$ cat src/rtl/mdu_iter_pkg.sv
// Shared types for the iterative RV32M multiply/divide unit (package mdu_define).
package mdu_define;

  localparam logic [6:0] FUNCT7_MULDIV = 7'b0000001;

  typedef enum logic [2:0] {
    MUL    = 3'b000,
    MULH   = 3'b001,
    MULHSU = 3'b010,
    MULHU  = 3'b011,
    DIV    = 3'b100,
    DIVU   = 3'b101,
    REM    = 3'b110,
    REMU   = 3'b111
  } mdu_op_t;

  typedef enum logic [1:0] {
    IDLE = 2'd0,
    ITER = 2'd1,
    FIX  = 2'd2,
    DONE = 2'd3
  } mdu_state_t;

  typedef struct packed {
    logic [6:0] funct7;
    logic [4:0] rs2;
    logic [4:0] rs1;
    logic [2:0] funct3;
    logic [4:0] rd;
    logic [6:0] opcode;
  } instr_t;

endpackage

$ cat src/rtl/mdu_iter_prep.sv
// Operand preparation: magnitudes, result sign flags, and divide special cases
// (divide by zero, signed overflow) resolved before any iteration starts.
module mdu_operand_prep
  import mdu_define::*;
#(
  parameter int XLEN = 32
) (
  input  logic [2:0]      i_funct3,
  input  logic [XLEN-1:0] i_a,
  input  logic [XLEN-1:0] i_b,
  output logic [XLEN-1:0] o_a_abs,
  output logic [XLEN-1:0] o_b_abs,
  output logic            o_neg_q,
  output logic            o_neg_r,
  output logic            o_special,
  output logic [XLEN-1:0] o_special_res
);

  localparam logic [XLEN-1:0] MIN_NEG = {1'b1, {(XLEN-1){1'b0}}};

  mdu_op_t w_op;
  logic    w_signed_a;
  logic    w_signed_b;
  logic    w_neg_a;
  logic    w_neg_b;
  logic    w_div0;
  logic    w_ovf;

  assign w_op = mdu_op_t'(i_funct3);

  // MUL is treated as signed x signed: the low word is identical either way,
  // and it keeps the multiplier magnitude small for negative operands.
  always_comb begin
    w_signed_a = 1'b0;
    w_signed_b = 1'b0;
    case (w_op)
      MUL, MULH, DIV, REM: begin
        w_signed_a = 1'b1;
        w_signed_b = 1'b1;
      end
      MULHSU:  w_signed_a = 1'b1;
      default: ;
    endcase
  end

  assign w_neg_a = w_signed_a & i_a[XLEN-1];
  assign w_neg_b = w_signed_b & i_b[XLEN-1];
  assign o_a_abs = w_neg_a ? (~i_a + 1'b1) : i_a;
  assign o_b_abs = w_neg_b ? (~i_b + 1'b1) : i_b;
  assign o_neg_q = w_neg_a ^ w_neg_b;
  assign o_neg_r = w_neg_a;

  assign w_div0    = i_funct3[2] && (i_b == {XLEN{1'b0}});
  assign w_ovf     = ((w_op == DIV) || (w_op == REM)) &&
                     (i_a == MIN_NEG) && (i_b == {XLEN{1'b1}});
  assign o_special = w_div0 | w_ovf;

  always_comb begin
    o_special_res = {XLEN{1'b1}};
    if (w_div0) begin
      o_special_res = i_funct3[1] ? i_a : {XLEN{1'b1}};
    end else if (w_ovf) begin
      o_special_res = i_funct3[1] ? {XLEN{1'b0}} : MIN_NEG;
    end
  end

endmodule

$ cat src/rtl/mdu_iter.sv
// Iterative RV32M multiply/divide unit: shift-add multiply, restoring divide,
// one bit per cycle. Optional macro MDU_EARLY_OUT_EN ends multiplies early.
module mdu_iter
  import mdu_define::*;
#(
  parameter int XLEN  = 32,
  parameter int CNT_W = $clog2(XLEN) + 1
) (
  input  logic             clk,
  input  logic             rst_n,
  input  instr_t           instr,
  input  logic [XLEN-1:0]  a_in,
  input  logic [XLEN-1:0]  b_in,
  input  logic             in_valid,
  output logic             in_ready,
  input  logic             flush,
  output logic [XLEN-1:0]  c_out,
  output logic             out_valid,
  input  logic             out_ready,
  output logic             rd_wr,
  output logic             busy,
  output mdu_state_t       dbg_state
);

  // Handshake: an op transfers on in_valid && in_ready (ready only in IDLE);
  // a result transfers on out_valid && out_ready; flush overrides both.

  mdu_state_t          r_state;
  mdu_state_t          w_next;
  logic [2:0]          r_funct3;
  logic [2*XLEN-1:0]   r_acc;
  logic [2*XLEN-1:0]   r_mcand;
  logic [XLEN-1:0]     r_b;
  logic [XLEN-1:0]     r_c_out;
  logic [CNT_W-1:0]    r_cnt;
  logic                r_neg_q;
  logic                r_neg_r;
  logic                r_special;

  logic [XLEN-1:0]     w_a_abs;
  logic [XLEN-1:0]     w_b_abs;
  logic                w_neg_q;
  logic                w_neg_r;
  logic                w_special;
  logic [XLEN-1:0]     w_special_res;
  logic                w_accept;
  logic                w_is_mul;
  logic                w_iter_last;
  logic                w_skip_iter;
  logic [XLEN:0]       w_rem_sh;
  logic [XLEN:0]       w_rem_diff;
  logic                w_fits;
  logic [2*XLEN-1:0]   w_prod;
  logic [XLEN-1:0]     w_quo;
  logic [XLEN-1:0]     w_rem;
  logic [XLEN-1:0]     w_fix_res;
  logic                w_unused_instr;

  mdu_operand_prep #(.XLEN(XLEN)) u_prep (
    .i_funct3      (instr.funct3),
    .i_a           (a_in),
    .i_b           (b_in),
    .o_a_abs       (w_a_abs),
    .o_b_abs       (w_b_abs),
    .o_neg_q       (w_neg_q),
    .o_neg_r       (w_neg_r),
    .o_special     (w_special),
    .o_special_res (w_special_res)
  );

  assign w_unused_instr = ^{instr.funct7, instr.rs2, instr.rs1, instr.rd, instr.opcode};

  assign w_accept = in_valid && (r_state == IDLE) && !flush;
  assign w_is_mul = !r_funct3[2];

`ifdef MDU_EARLY_OUT_EN
  assign w_iter_last = (r_cnt == CNT_W'(1)) || (w_is_mul && (r_b[XLEN-1:1] == '0));
  assign w_skip_iter = w_special || (!instr.funct3[2] && (w_b_abs == '0));
`else
  assign w_iter_last = (r_cnt == CNT_W'(1));
  assign w_skip_iter = w_special;
`endif

  // Restoring divide step: r_acc = {partial remainder, remaining dividend/quotient}.
  assign w_rem_sh   = r_acc[2*XLEN-1:XLEN-1];
  assign w_rem_diff = w_rem_sh - {1'b0, r_b};
  assign w_fits     = (w_rem_sh >= {1'b0, r_b});

  assign w_prod = r_neg_q ? (~r_acc + 1'b1) : r_acc;
  assign w_quo  = r_neg_q ? (~r_acc[XLEN-1:0] + 1'b1) : r_acc[XLEN-1:0];
  assign w_rem  = r_neg_r ? (~r_acc[2*XLEN-1:XLEN] + 1'b1) : r_acc[2*XLEN-1:XLEN];

  always_comb begin
    w_fix_res = r_acc[XLEN-1:0];
    if (r_special) begin
      w_fix_res = r_acc[XLEN-1:0];
    end else if (w_is_mul) begin
      w_fix_res = (r_funct3[1:0] == 2'b00) ? w_prod[XLEN-1:0] : w_prod[2*XLEN-1:XLEN];
    end else begin
      w_fix_res = r_funct3[1] ? w_rem : w_quo;
    end
  end

  always_comb begin
    w_next = r_state;
    case (r_state)
      IDLE:    if (w_accept) w_next = w_skip_iter ? FIX : ITER;
      ITER:    if (flush) w_next = IDLE; else if (w_iter_last) w_next = FIX;
      FIX:     w_next = flush ? IDLE : DONE;
      DONE:    if (flush || out_ready) w_next = IDLE;
      default: w_next = IDLE;
    endcase
  end

  always_ff @(posedge clk or negedge rst_n) begin
    if (!rst_n) begin
      r_state <= IDLE;
    end else begin
      r_state <= w_next;
    end
  end

  always_ff @(posedge clk or negedge rst_n) begin
    if (!rst_n) begin
      r_funct3  <= '0;
      r_acc     <= '0;
      r_mcand   <= '0;
      r_b       <= '0;
      r_c_out   <= '0;
      r_cnt     <= '0;
      r_neg_q   <= 1'b0;
      r_neg_r   <= 1'b0;
      r_special <= 1'b0;
    end else begin
      case (r_state)
        IDLE: if (w_accept) begin
          r_funct3  <= instr.funct3;
          r_neg_q   <= w_neg_q;
          r_neg_r   <= w_neg_r;
          r_special <= w_special;
          r_cnt     <= CNT_W'(XLEN);
          r_b       <= w_b_abs;
          r_mcand   <= {{XLEN{1'b0}}, w_a_abs};
          // Special cases park their final value in the low accumulator word.
          if (w_special)             r_acc <= {{XLEN{1'b0}}, w_special_res};
          else if (!instr.funct3[2]) r_acc <= '0;
          else                       r_acc <= {{XLEN{1'b0}}, w_a_abs};
        end
        ITER: if (!flush) begin
          r_cnt <= r_cnt - CNT_W'(1);
          if (w_is_mul) begin
            if (r_b[0]) r_acc <= r_acc + r_mcand;
            r_mcand <= r_mcand << 1;
            r_b     <= r_b >> 1;
          end else if (w_fits) begin
            r_acc <= {w_rem_diff[XLEN-1:0], r_acc[XLEN-2:0], 1'b1};
          end else begin
            r_acc <= {r_acc[2*XLEN-2:0], 1'b0};
          end
        end
        FIX: if (!flush) r_c_out <= w_fix_res;
        default: ;
      endcase
    end
  end

  assign in_ready  = (r_state == IDLE);
  assign out_valid = (r_state == DONE);
  assign rd_wr     = out_valid;
  assign busy      = (r_state != IDLE);
  assign c_out     = r_c_out;
  assign dbg_state = r_state;

endmodule

$ cat config.mk
export PLATFORM = sky130hd
export DESIGN_NAME = mdu_iter
export DESIGN_NICKNAME = d
export VERILOG_FILES = /design/src/rtl/mdu_iter_pkg.sv /design/src/rtl/mdu_iter_prep.sv /design/src/rtl/mdu_iter.sv
export SDC_FILE = /design/constraint.sdc
export NUM_CORES = 1
export LEC_CHECK = 0
export BUFFER_PORTS_ARGS = -buffer_cell sky130_fd_sc_hd__buf_4
export CORE_MARGIN = 2
export CORE_UTILIZATION = 40
export DETAILED_ROUTE_END_ITERATION = 16
export PLACE_DENSITY = 0.58
export SYNTH_ARGS = -nofsm -noshare
export SYNTH_HDL_FRONTEND = slang
export SYNTH_SLANG_ARGS = --single-unit
$ cat constraint.sdc
create_clock -name clk -period 6.5 [get_ports clk]
set_clock_uncertainty 0.05 [all_clocks]
set_input_delay 1.3 -clock clk [delete_from_list [all_inputs] [get_ports clk]]
set_output_delay 1.3 -clock clk [all_outputs]
set_load 0.03 [all_outputs]
### Yosys cells after proc, flatten, opt, wreduce, memory -nomap -nowiden

Index checks and enable logic that the tools add are counted.

| cells by class | value |
|---|---|
| magnitude comparators | 1 |
| add/sub/neg operators | 8 |
| reduce and logical (&&, ||, !) cells | 22 |
| equality and inequality tests | 16 |
| bitwise gates (word level) | 10 |
| mux-type cells | 41 |

Operators with widths:

| operator | count |
|---|---|
| 64-bit two-way mux | 9 |
| 32-bit two-way mux | 17 |
| 64-bit case mux with 2 select lines | 2 |
| 32-bit by 1-bit adder with 32-bit output (second input constant) | 4 |
| 32-bit NOT | 4 |
| 64-bit by 1-bit adder with 64-bit output (second input constant) | 1 |
| 64-bit adder | 1 |
| 32-bit equality test (second input constant) | 2 |
| 64-bit NOT | 1 |
| 32-bit case mux with 2 select lines | 1 |
| 33-bit by 32-bit >= comparator with 1-bit output | 1 |
| 32-bit zero test | 1 |
| 32-bit subtractor | 1 |
| 2-bit two-way mux | 6 |
| 6-bit two-way mux | 2 |
| 6-bit case mux with 2 select lines | 1 |
| 2-bit case mux with 4 select lines | 1 |
| 4-bit AND reduction | 2 |
| 3-bit equality test (second input constant) | 2 |
| 6-bit by 1-bit equality test with 1-bit output (second input constant) | 1 |
| 3-bit inequality test (second input constant) | 2 |
| 3-bit AND reduction | 2 |
| 6-bit by 1-bit subtractor with 6-bit output (second input constant) | 1 |
| 1-bit logical AND | 5 |
| other kinds (19) | 28 |

| word-level totals | value |
|---|---|
| output and inout bits | 38 |
| input bits | 101 |
| register bits | 206 |
| word-level logic and storage cells | 108 |

### Logic depth before layout (Yosys ltp)

Gate-level depths: netlist (run 1).

| depth | value |
|---|---|
| depth in word-level cells | 9 |
| mapped depth | 15 |
| gate-level depth less buffers | 14 |

### By module

From an unflattened synthesis (run 1), not the netlist that was laid out.

| unflattened totals | value |
|---|---|
| cell total of the unflattened synthesis | 2594 |
| area total of the unflattened synthesis | 19851.5 µm² |

Modules (own cells, without submodules):

| module | sequential area each (µm²) | area each (µm²) | cells each | instances |
|---|---|---|---|---|
| mdu_iter | 5154.9 | 18036.0 | 2324 | 1 |
| mdu_operand_prep | 0.0 | 1815.5 | 270 | 1 |

### Worst setup path after synthesis (run 1)

No wires, ideal clock.

| path | value |
|---|---|
| path type | in2reg |
| from | in b_in[6] |
| to | reg r_acc[24] |
| library setup time | 0.072 ns |
| arrival | 3.806 ns |
| setup slack | 2.573 ns |
| stages | 10 |
| cells stage by stage | or4_1 -> or2_2 -> or3_1 -> clkbuf_1 -> nor4_2 -> nand2_1 -> clkbuf_1 -> o221ai_1 -> a21oi_1 -> nor2_1 |

| on the way | value |
|---|---|
| longest elaborated chain between the ends | 7 |

Ends and longest elaborated chain:

| element | line | source |
|---|---|---|
| start, declared | mdu_iter.sv:13 | `input logic [XLEN-1:0] b_in,` |
| 32-bit equality test | mdu_iter_prep.sv:55 | `(i_a == MIN_NEG) && (i_b == {XLEN{1'b1}});` |
| 1-bit logical AND | mdu_iter_prep.sv:55 |  |
| 32-bit two-way mux | mdu_iter_prep.sv:62 | `end else if (w_ovf) begin` |
| 32-bit two-way mux | mdu_iter_prep.sv:60 | `if (w_div0) begin` |
| 32-bit two-way mux (*) | mdu_iter.sv:145 | `if (w_special) r_acc <= {{XLEN{1'b0}}, w_special_res};` |
| 64-bit two-way mux (*) | mdu_iter.sv:136 | `IDLE: if (w_accept) begin` |
| 64-bit case mux with 2 select lines (*) | mdu_iter.sv:135 | `case (r_state)` |
| end signal, assigned | mdu_iter.sv:145 |  |
| end signal, assigned | mdu_iter.sv:147 | `else r_acc <= {{XLEN{1'b0}}, w_a_abs};` |
| end signal, assigned | mdu_iter.sv:152 | `if (r_b[0]) r_acc <= r_acc + r_mcand;` |
| end, declared | mdu_iter.sv:31 | `logic [2*XLEN-1:0] r_acc;` |

Mark *: on every way between the ends. The rest lies on a longest branch, timed or not. The select of a mux whose other input is x is not followed.
A chain may end at the register's enable or synchronous reset.

### Final worst setup path (run 1)

| path | value |
|---|---|
| from | reg r_acc[31] |
| to | reg r_acc[62] |

| on the way | value |
|---|---|
| longest elaborated chain between the ends | 5 |

Ends and longest elaborated chain:

| element | line | source |
|---|---|---|
| 64-bit adder (tied with other cells) | mdu_iter.sv:152 |  |
| 64-bit two-way mux, on equally long branches | mdu_iter.sv:152, mdu_iter.sv:155 |  |
| 64-bit two-way mux (*) | mdu_iter.sv:151 | `if (w_is_mul) begin` |
| 64-bit two-way mux (*) | mdu_iter.sv:149 | `ITER: if (!flush) begin` |
| 64-bit case mux with 2 select lines (*) | mdu_iter.sv:135 |  |

Marked as above.

==> impl.org, run 1 <==
** Final layout
- FF+latch area :: between 5000 and 6000 sq um
- Filler cells :: slightly below 5,000
- The area growth from synthesis to layout is 10.4%.
- For this run, the number of standard cells in the final layout without fillers is between 3,000 and 4,000.
- Number of antenna diodes :: 0
- Proportion of layout cells with a drive suffix above 1 :: just over 8%
- The final layout contains 2,807 nets.
- Area of the multi-input gates :: roughly 13,000 sq um

** Synth
- The number of nets in the synthesized netlist is 2,833.
- The synthesized design contains around 210 register bits.
- Primary flip-flop cell chosen by synthesis mapping :: dfrtp_1
- In the synthesized netlist the async set-or-reset flop fraction comes to 100%.
- Synth area leaders :: dfrtp_1, o21ai_0, ha_1, nand2_1, a21oi_1
- Distinct cell type count after synthesis :: between 80 and 90
- Most frequent cell after synthesis :: nand2_1
- Counting every instance in the synthesized netlist gives 2,628.
- During synthesis, Yosys emitted a total of 0 warnings.
- dfrtp_1 takes more of the synthesized area than any other cell.
- Most used standard cells in the synthesized netlist :: nand2_1, o21ai_0, a21oi_1
- Yosys mapped a number of flops with a built-in enable equal to 0.
- Register area share after synthesis :: between 20% and 30%
- Mean instance size in the synthesized netlist :: roughly 7.5 sq um
- Post-synth top area share :: between 20% and 30%
- Netlist area before placement :: ~20,000 sq um

** Timing
- The final count of pins violating max slew was 0.
- Setup violations remaining at the end of the flow were counted as 0.
- Worst max-slew margin expressed relative to the limit :: 27.6%
- Maximum frequency from static timing analysis :: 215 MHz
- At the pin with the least slew margin, the transition time is 1090 ps.
- Unrepaired setup endpoints after global routing :: no
- Final hold slack :: roughly 440 ps
- For the final routed database, the setup TNS stands at 0 ps.
- The number of failing hold endpoints at the final stage was 0.
- The clock period could shrink to ~4700 ps.
- Post-route fraction of the period consumed by the critical path :: between 70% and 80%

** GRT
- Global-route wire length before repair :: between 100,000 and 150,000 um
- Global routing finished with a remaining overflow of 0.
- The via count of the first global-routing pass came to 18,500.
- Global routing used between 20% and 30% of the available tracks.
- Pin count of the biggest net entering global routing :: 88
- Number of antenna violations at the first check in global routing :: 0

** Placed design
- Once detailed placement completed, the half-perimeter wirelength came to between 50,000 and 60,000 um.
- Cell total after placement :: ~3,200
- During placement, the flow inserted port buffers numbering around 110.
- Routability-driven placement finished with a final weighted congestion of just under 1.

** Critical path
- Standard cell with the maximum stage delay on the critical path :: a311oi_1
- Critical path data arrival time :: roughly 5000 ps
- Top fanout value on the critical path :: 6
- Type of the worst setup path :: flip-flop to flip-flop
- Worst stage delay on the critical path :: around 720 ps
- The worst setup path is launched from a flip-flop.
- Critical path, cell by cell :: buf_4 > inv_1 > ha_1 > inv_1 > fa_1 > a211oi_1 > o21ai_0 > a311oi_1 > o22ai_1 > a41oi_1 > o21ai_1 > a311oi_1 > xnor2_1 > nand2_1 > nand4_1
- Required time of the critical path :: ~6900 ps
- STA classifies the critical path endpoint as a flip-flop.

** Pwr
- Power per standard cell area :: roughly 440 nW/um^2
- IR analysis of the VDD net gives a maximum drop of 0.238 mV.
- Summed over all cells, the static leakage comes to about 9.4 nW.

** Routing
- Using the TritonRoute via totals, the vias-per-cell ratio works out to slightly above 6.
- The count of nets left with antenna violations once routing finished came out at 0.
- Wire per inst :: between 20 and 25 um
- Sum of routed wire length over all layers :: between 70,000 and 80,000 um
- Final routed DRC violation total :: 0
- The first detailed-routing pass ran for 5 iterations.
- After the first detailed-routing iteration, the DRC count stood at between 1,500 and 2,000.
- Via Count :: about 20,000

** Floorplanning
- Measured along the y axis, the die boundary spans 226 um.
- Starting density of the core :: between 40% and 50%
- Width of the die :: roughly 230 um
- Row generation in the floorplan step produced 81 rows.
- Area of the core :: 48,700 sq um
- Die footprint :: approximately 51,000 sq um
- Number of primary I/O pins :: between 100 and 150

** Clocking
- Clock tree from TritonCTS :: yes
- The longest clock path from root to sink contains 3 buffers.
- Post-cts repair resize count :: 0
- Clock-pin slew was measured on the worst setup and hold paths at about 60 ps.
- Counting every sink on the clock net gives a little over 200.
- For this design, the CTS-stage hold fixing added 0 buffers.
- Post-CTS timing repair inserted 0 buffers for setup.
- Clock network latency to the later pin of the worst-skew pair :: 570 ps
- Number of buffers inserted during clock tree synthesis :: 27
- CTS placed an instance of clkbuf_16 at the clock tree root.
- CTS built an H-tree with a depth of 1.

** Job
- Maxcap violations :: 0

** Min path
- The path class of the tightest hold or removal check is flip-flop to flip-flop.

** Status
- Outcome :: complete, no violations
-- sequential cells by signal, indices dropped and copies added (netlist names), 2 cells and up --
register and flops:
r_acc 64, r_mcand 64, c_out 32, r_b 32
r_cnt 6, r_funct3 3, dbg_state 2
-- worst paths after layout --
| kind | to | from | slack [ps] | cells past startpoint |
|---|---|---|---|---|
| max | r_acc[62] | r_acc[31] | 1840 | 15 |
| min | c_out[0] | c_out[0] | 440 | 2 |
| max reg2reg | r_acc[62] | r_acc[31] | 1840 | 15 |
| min reg2reg | c_out[0] | c_out[0] | 440 | 2 |
| max in group asynchronous | r_mcand[27] | rst_n | 4410 | 2 |
| min in group asynchronous | c_out[10] | rst_n | 670 | 1 |
-- through the flow --
step | area, sq um | worst slack [ps] | total power [W] | utilization (%)
after detailed placement | 20800 | 1450 | 0.00792 | 42.7
after global routing | 21700 | 1720 | 0.0103 | 44.5
after floorplan | 19600 | 2570 | 0.00621 | -
final | 21700 | 1840 | 0.00953 | 44.5
after CTS | 21700 | 1970 | 0.00949 | 44.5
after global placement | 20800 | 1520 | 0.00784 | 42.7
-- kinds of logic after synthesis --
kind of cell / count (synthesis) / share of synthesized area, %
adders and majority gates: 105 / 6.75
DFF: 206 / 26.2
xor gates and xnor gates: 232 / 10.3
buffers and inverters: 267 / 5.28
AOI/OAI and AO/OA: 900 / 28.3
and+or+nand+nor: 883 / 21.3
muxes: 35 / 1.82
-- area by class of cell --
class	count	area share, %
clock buffers	38	3.49
multi-input cells	2155	62.2
clock inverters	10	0.634
flip-flops and latches	206	23.8
repair buffers	140	4.88
well taps	664	3.83
inverters	72	1.25
-- per-layer routing --
layer | GRT usage (%) | vias up | wire length, um | share of wire (%)
li1 | - | 9472 | - | -
met1 | 40.4 | 9515 | 33100 | 47
met2 | 41.9 | 732 | 30400 | 43
met3 | 2.93 | 122 | 4600 | 6.5
met4 | 8.37 | 0 | 2170 | 3.1
met5 | 0 | - | 0 | 0
-- layout by cell type (no fill, tap or decap), types with 50 or more instances in the layout --
master	count
nand2_1	315
o21ai_0	264
a21oi_1	236
nor2_1	218
dfrtp_1	204
buf_4	139
xnor2_1	121
xor2_1	111
ha_1	102
nand3_1	90
inv_1	72
a21o_1	56
o21ai_1	50
-- report_power, final --
group	internal, W	switching (W)	leakage [nW]	total (W)
clock	0.000926	0.000614	0.432	0.00154
sequential	0.00170	0.000707	2.66	0.00241
combinational	0.00203	0.00356	6.33	0.00559
-- critical path, delay by kind of cell (launching register included) --
kind                       cells  cell delay, ps
AOI/OAI and AO/OA              7            2640
adders and majority gates      2             610
buffers and inverters          3             450
DFF                            1             360
and+or+nand+nor                2             300
xor gates and xnor gates       1             200
Note: power is estimated with default switching activity, not from simulation.
==> run 2: changes to the inputs <==
Settings changed: PLACE_DENSITY 0.58 to 0.6.
Clock period 6.5 ns to 3.9 ns, I/O delays scaled along.
==> impl.org, run 2 (synthesis gave the netlist of run 1 again) <==
** GRT
- The wire length of the first global-routing pass is 113,000 um (was 110,000 um).
- Pin count of the biggest net entering global routing :: 84 (was 88)
- Global-route congestion overflow total :: 0 (unchanged)
- Number of antenna violations at the first check in global routing :: 0 (unchanged)
- Vias in the first global route :: 19,100 (was 18,500)
- All-layer global routing usage :: 28.3% (was 27.4%)

** Pwr
- Leakage Power :: 9.90 nW (was 9.42 nW)
- Total power :: 0.0163 W (was 0.00953 W)
- Clock power frac :: 15.2% (was 16.1%)
- Net switching power of the design :: 0.00825 W (was 0.00488 W)
- The switching portion of total power is 50.7% (was 51.2%).
- Largest voltage drop on the vdd net :: 0.503 mV (was 0.238 mV)
- Power per standard cell area :: 725 nW/um^2 (was 439 nW/um^2)
- The combinational share of power was 62.4% (was 58.6%).
- The internal power component came to 0.00803 W (was 0.00466 W).
- The sequential group share of total power was 22.4% (was 25.2%).

** Routing
- The count of TritonRoute iterations in the first routing pass came to 6 (was 5).
- The total via count in the routed design is 20,500 (was 19,800).
- Detailed-route vias per instance :: 6.06 (was 6.04)
- The per-cell routed wire length was 21.7 um (was 21.4 um).
- The count of unresolved DRC violations after routing was 0 (unchanged).
- The total wire length after detailed routing was 73,300 um (was 70,300 um).
- Drt initial violations :: 2,175 (was 1,878)
- The count of antenna-violating nets left after detailed routing was 0 (unchanged).

** Clocking
- The maximum clock insertion buffer count was 3 (unchanged).
- The number of levels in the clock H-tree is 1 (unchanged).
- Clock-pin slew of the registers on the worst-case setup and hold paths :: 60 ps (about the same)
- The worst-skew pair later-pin latency came to 570 ps (about the same).
- Clock tree from TritonCTS :: yes (unchanged)
- Clock root cell :: clkbuf_16 (unchanged)
- The TritonCTS buffer count was 27 (unchanged).
- The number of clock sinks is 206 (unchanged).

** Critical path
- The signal arrival time at the worst endpoint came to 4100 ps (was 5100 ps).
- Required time of the critical path :: 4290 ps (was 6940 ps)
- Top fanout value on the critical path :: 7 (was 6)
- Critical path capture point type :: flip-flop (unchanged)
- Element type at the critical path start :: flip-flop (unchanged)
- Type of the worst setup path :: flip-flop to flip-flop (unchanged)
- Setup slack of the worst register-to-register path :: 190 ps (was 1840 ps)

** Min path
- Tightest Hold Check Type :: primary input to async pin (was flip-flop to flip-flop)

** Timing
- The final count of pins violating max slew is 0 (unchanged).
- Unrepaired setup endpoints after global routing :: no (unchanged)
- The transition time at the pin with the least slew margin is 826 ps (was 1090 ps).
- Final TNS setup :: 0 ps (unchanged)
- The worst max-slew margin expressed relative to the limit came to 44.8% (was 27.6%).
- The time the final worst path needs with I/O delays and setup was 3710 ps (was 4660 ps).
- The total setup violations reported at the end of the flow came to 0 (unchanged).
- Maximum frequency from static timing analysis :: 270 MHz (was 215 MHz)
- Final hold slack :: 184 ps (was 437 ps)
- Endpoints failing hold :: 0 (unchanged)
- The fraction of the cycle the final worst path needs is 95.1% (was 71.7%).
- The final worst setup slack came to 193 ps (was 1840 ps).

** Floorplanning
- The die extent in x came to 226 um (unchanged).
- The height of the chip was 226 um (unchanged).
- The top-level I/O count was 139 (unchanged).
- Standard-cell row count :: 81 (unchanged)
- Area of the core :: 48,700 sq um (unchanged)
- The overall die area came to 50,900 sq um (unchanged).
- The initial standard-cell utilization of the core is 40.3% (unchanged).

** Placed design
- Final RePlAce weighted congestion :: 0.996 (was 0.981)
- Setup slack after placement :: 71.7 ps (was 1450 ps)
- The placed cell area came to 21,600 sq um (was 20,800 sq um).
- HPWL after detailed placement :: 56,400 um (was 53,500 um)
- Quantity of I/O buffers inserted on ports :: 109 (unchanged)

** Status
- Outcome: complete, no violations (unchanged).

** Final layout
- The signed area change from the synthesized netlist to the final layout was 14.4% (was 10.4%).
- The number of antenna diodes was 0 (unchanged).
- The number of nets at the end of the flow was 2,903 (was 2,807).
- Highest-count cells in the layout ignoring fill and taps :: nand2_1, o21ai_0, a21oi_1 (unchanged)
- The most common cell after layout, fill and taps aside was nand2_1 (unchanged).
- The fill cell instance count of the final layout came to 4,924 (was 4,954).
- Biggest regs: r_acc (64), r_mcand (64) (unchanged).
- Final instance area :: 22,500 sq um (was 21,700 sq um)
- The share of layout cells above drive strength 1 was 11.6% (was 8.32%).

** Job
- The number of max-cap violations is 0 (unchanged).
## run 2: worst paths after layout
path,from,end,cells past startpoint
hold reg to reg,c_out[3],c_out[3],2
min in group clk,out_ready,dbg_state[1],3
max in group asynchronous,rst_n,r_funct3[2],2
setup / recovery,r_mcand[14],r_acc[55],12
hold / removal,rst_n,c_out[0],1
setup reg to reg,r_mcand[14],r_acc[55],12
## run 2: worst max-delay path, cell delays in order (launching register included)
cell and delay, ps:
dfrtp_1 420, ha_1 400, a21oi_1 300, o21ai_0 260, a221oi_1 280, o21ai_0 170
o21ba_2 310, o31ai_1 100, buf_4 160, a311oi_1 510, xor2_1 260, nor2_1 60
a221o_1 290
## run 2: routing by layer
| layer | routed length [um] | vias up | global-route usage [%] |
|---|---|---|---|
| met5 | 0 | - | 0 |
| li1 | - | 9647 | - |
| met3 | 4910 | 122 | 3.23 |
| met4 | 2030 | 0 | 7.99 |
| met1 | 34000 | 9890 | 41.0 |
| met2 | 32400 | 798 | 44.4 |
## run 2: per-stage QoR
stage / util (%) / instances
4_1_cts: 46.0 / 3377
3_5_place_dp: 44.3 / 3332
2_1_floorplan: - / 2628
3_3_place_gp: 44.3 / 3332
6_report: 46.1 / 3378
5_1_grt: 46.1 / 3378
## run 2: cell type report
type / instances / area (sq um) / share of cell area [%]
multi-input cells: 2155 / 13500 / 60.1
clock buffers: 40 / 774 / 3.45
well taps: 664 / 831 / 3.70
flip-flops and latches: 206 / 5160 / 23.0
clock inverters: 5 / 81.3 / 0.362
inverters: 72 / 270 / 1.20
repair buffers: 236 / 1840 / 8.19
## run 2: timing repair
| action | in CTS | in global routing |
|---|---|---|
| endpoints found under the setup margin | 0 | 8 |
| setup buffers | 0 | 1 |
| hold buffers | 0 | 0 |
| resized for setup | 0 | 6 |
## run 2: power groups by stage
stage	combinational (W)	sequential, W	clock, W
2_1_floorplan	0.00669	0.00367	0
3_3_place_gp	0.00987	0.00362	0
3_5_place_dp	0.00996	0.00366	0
4_1_cts	0.0100	0.00362	0.00254
5_1_grt	0.0111	0.00374	0.00261
6_report	0.0102	0.00364	0.00248
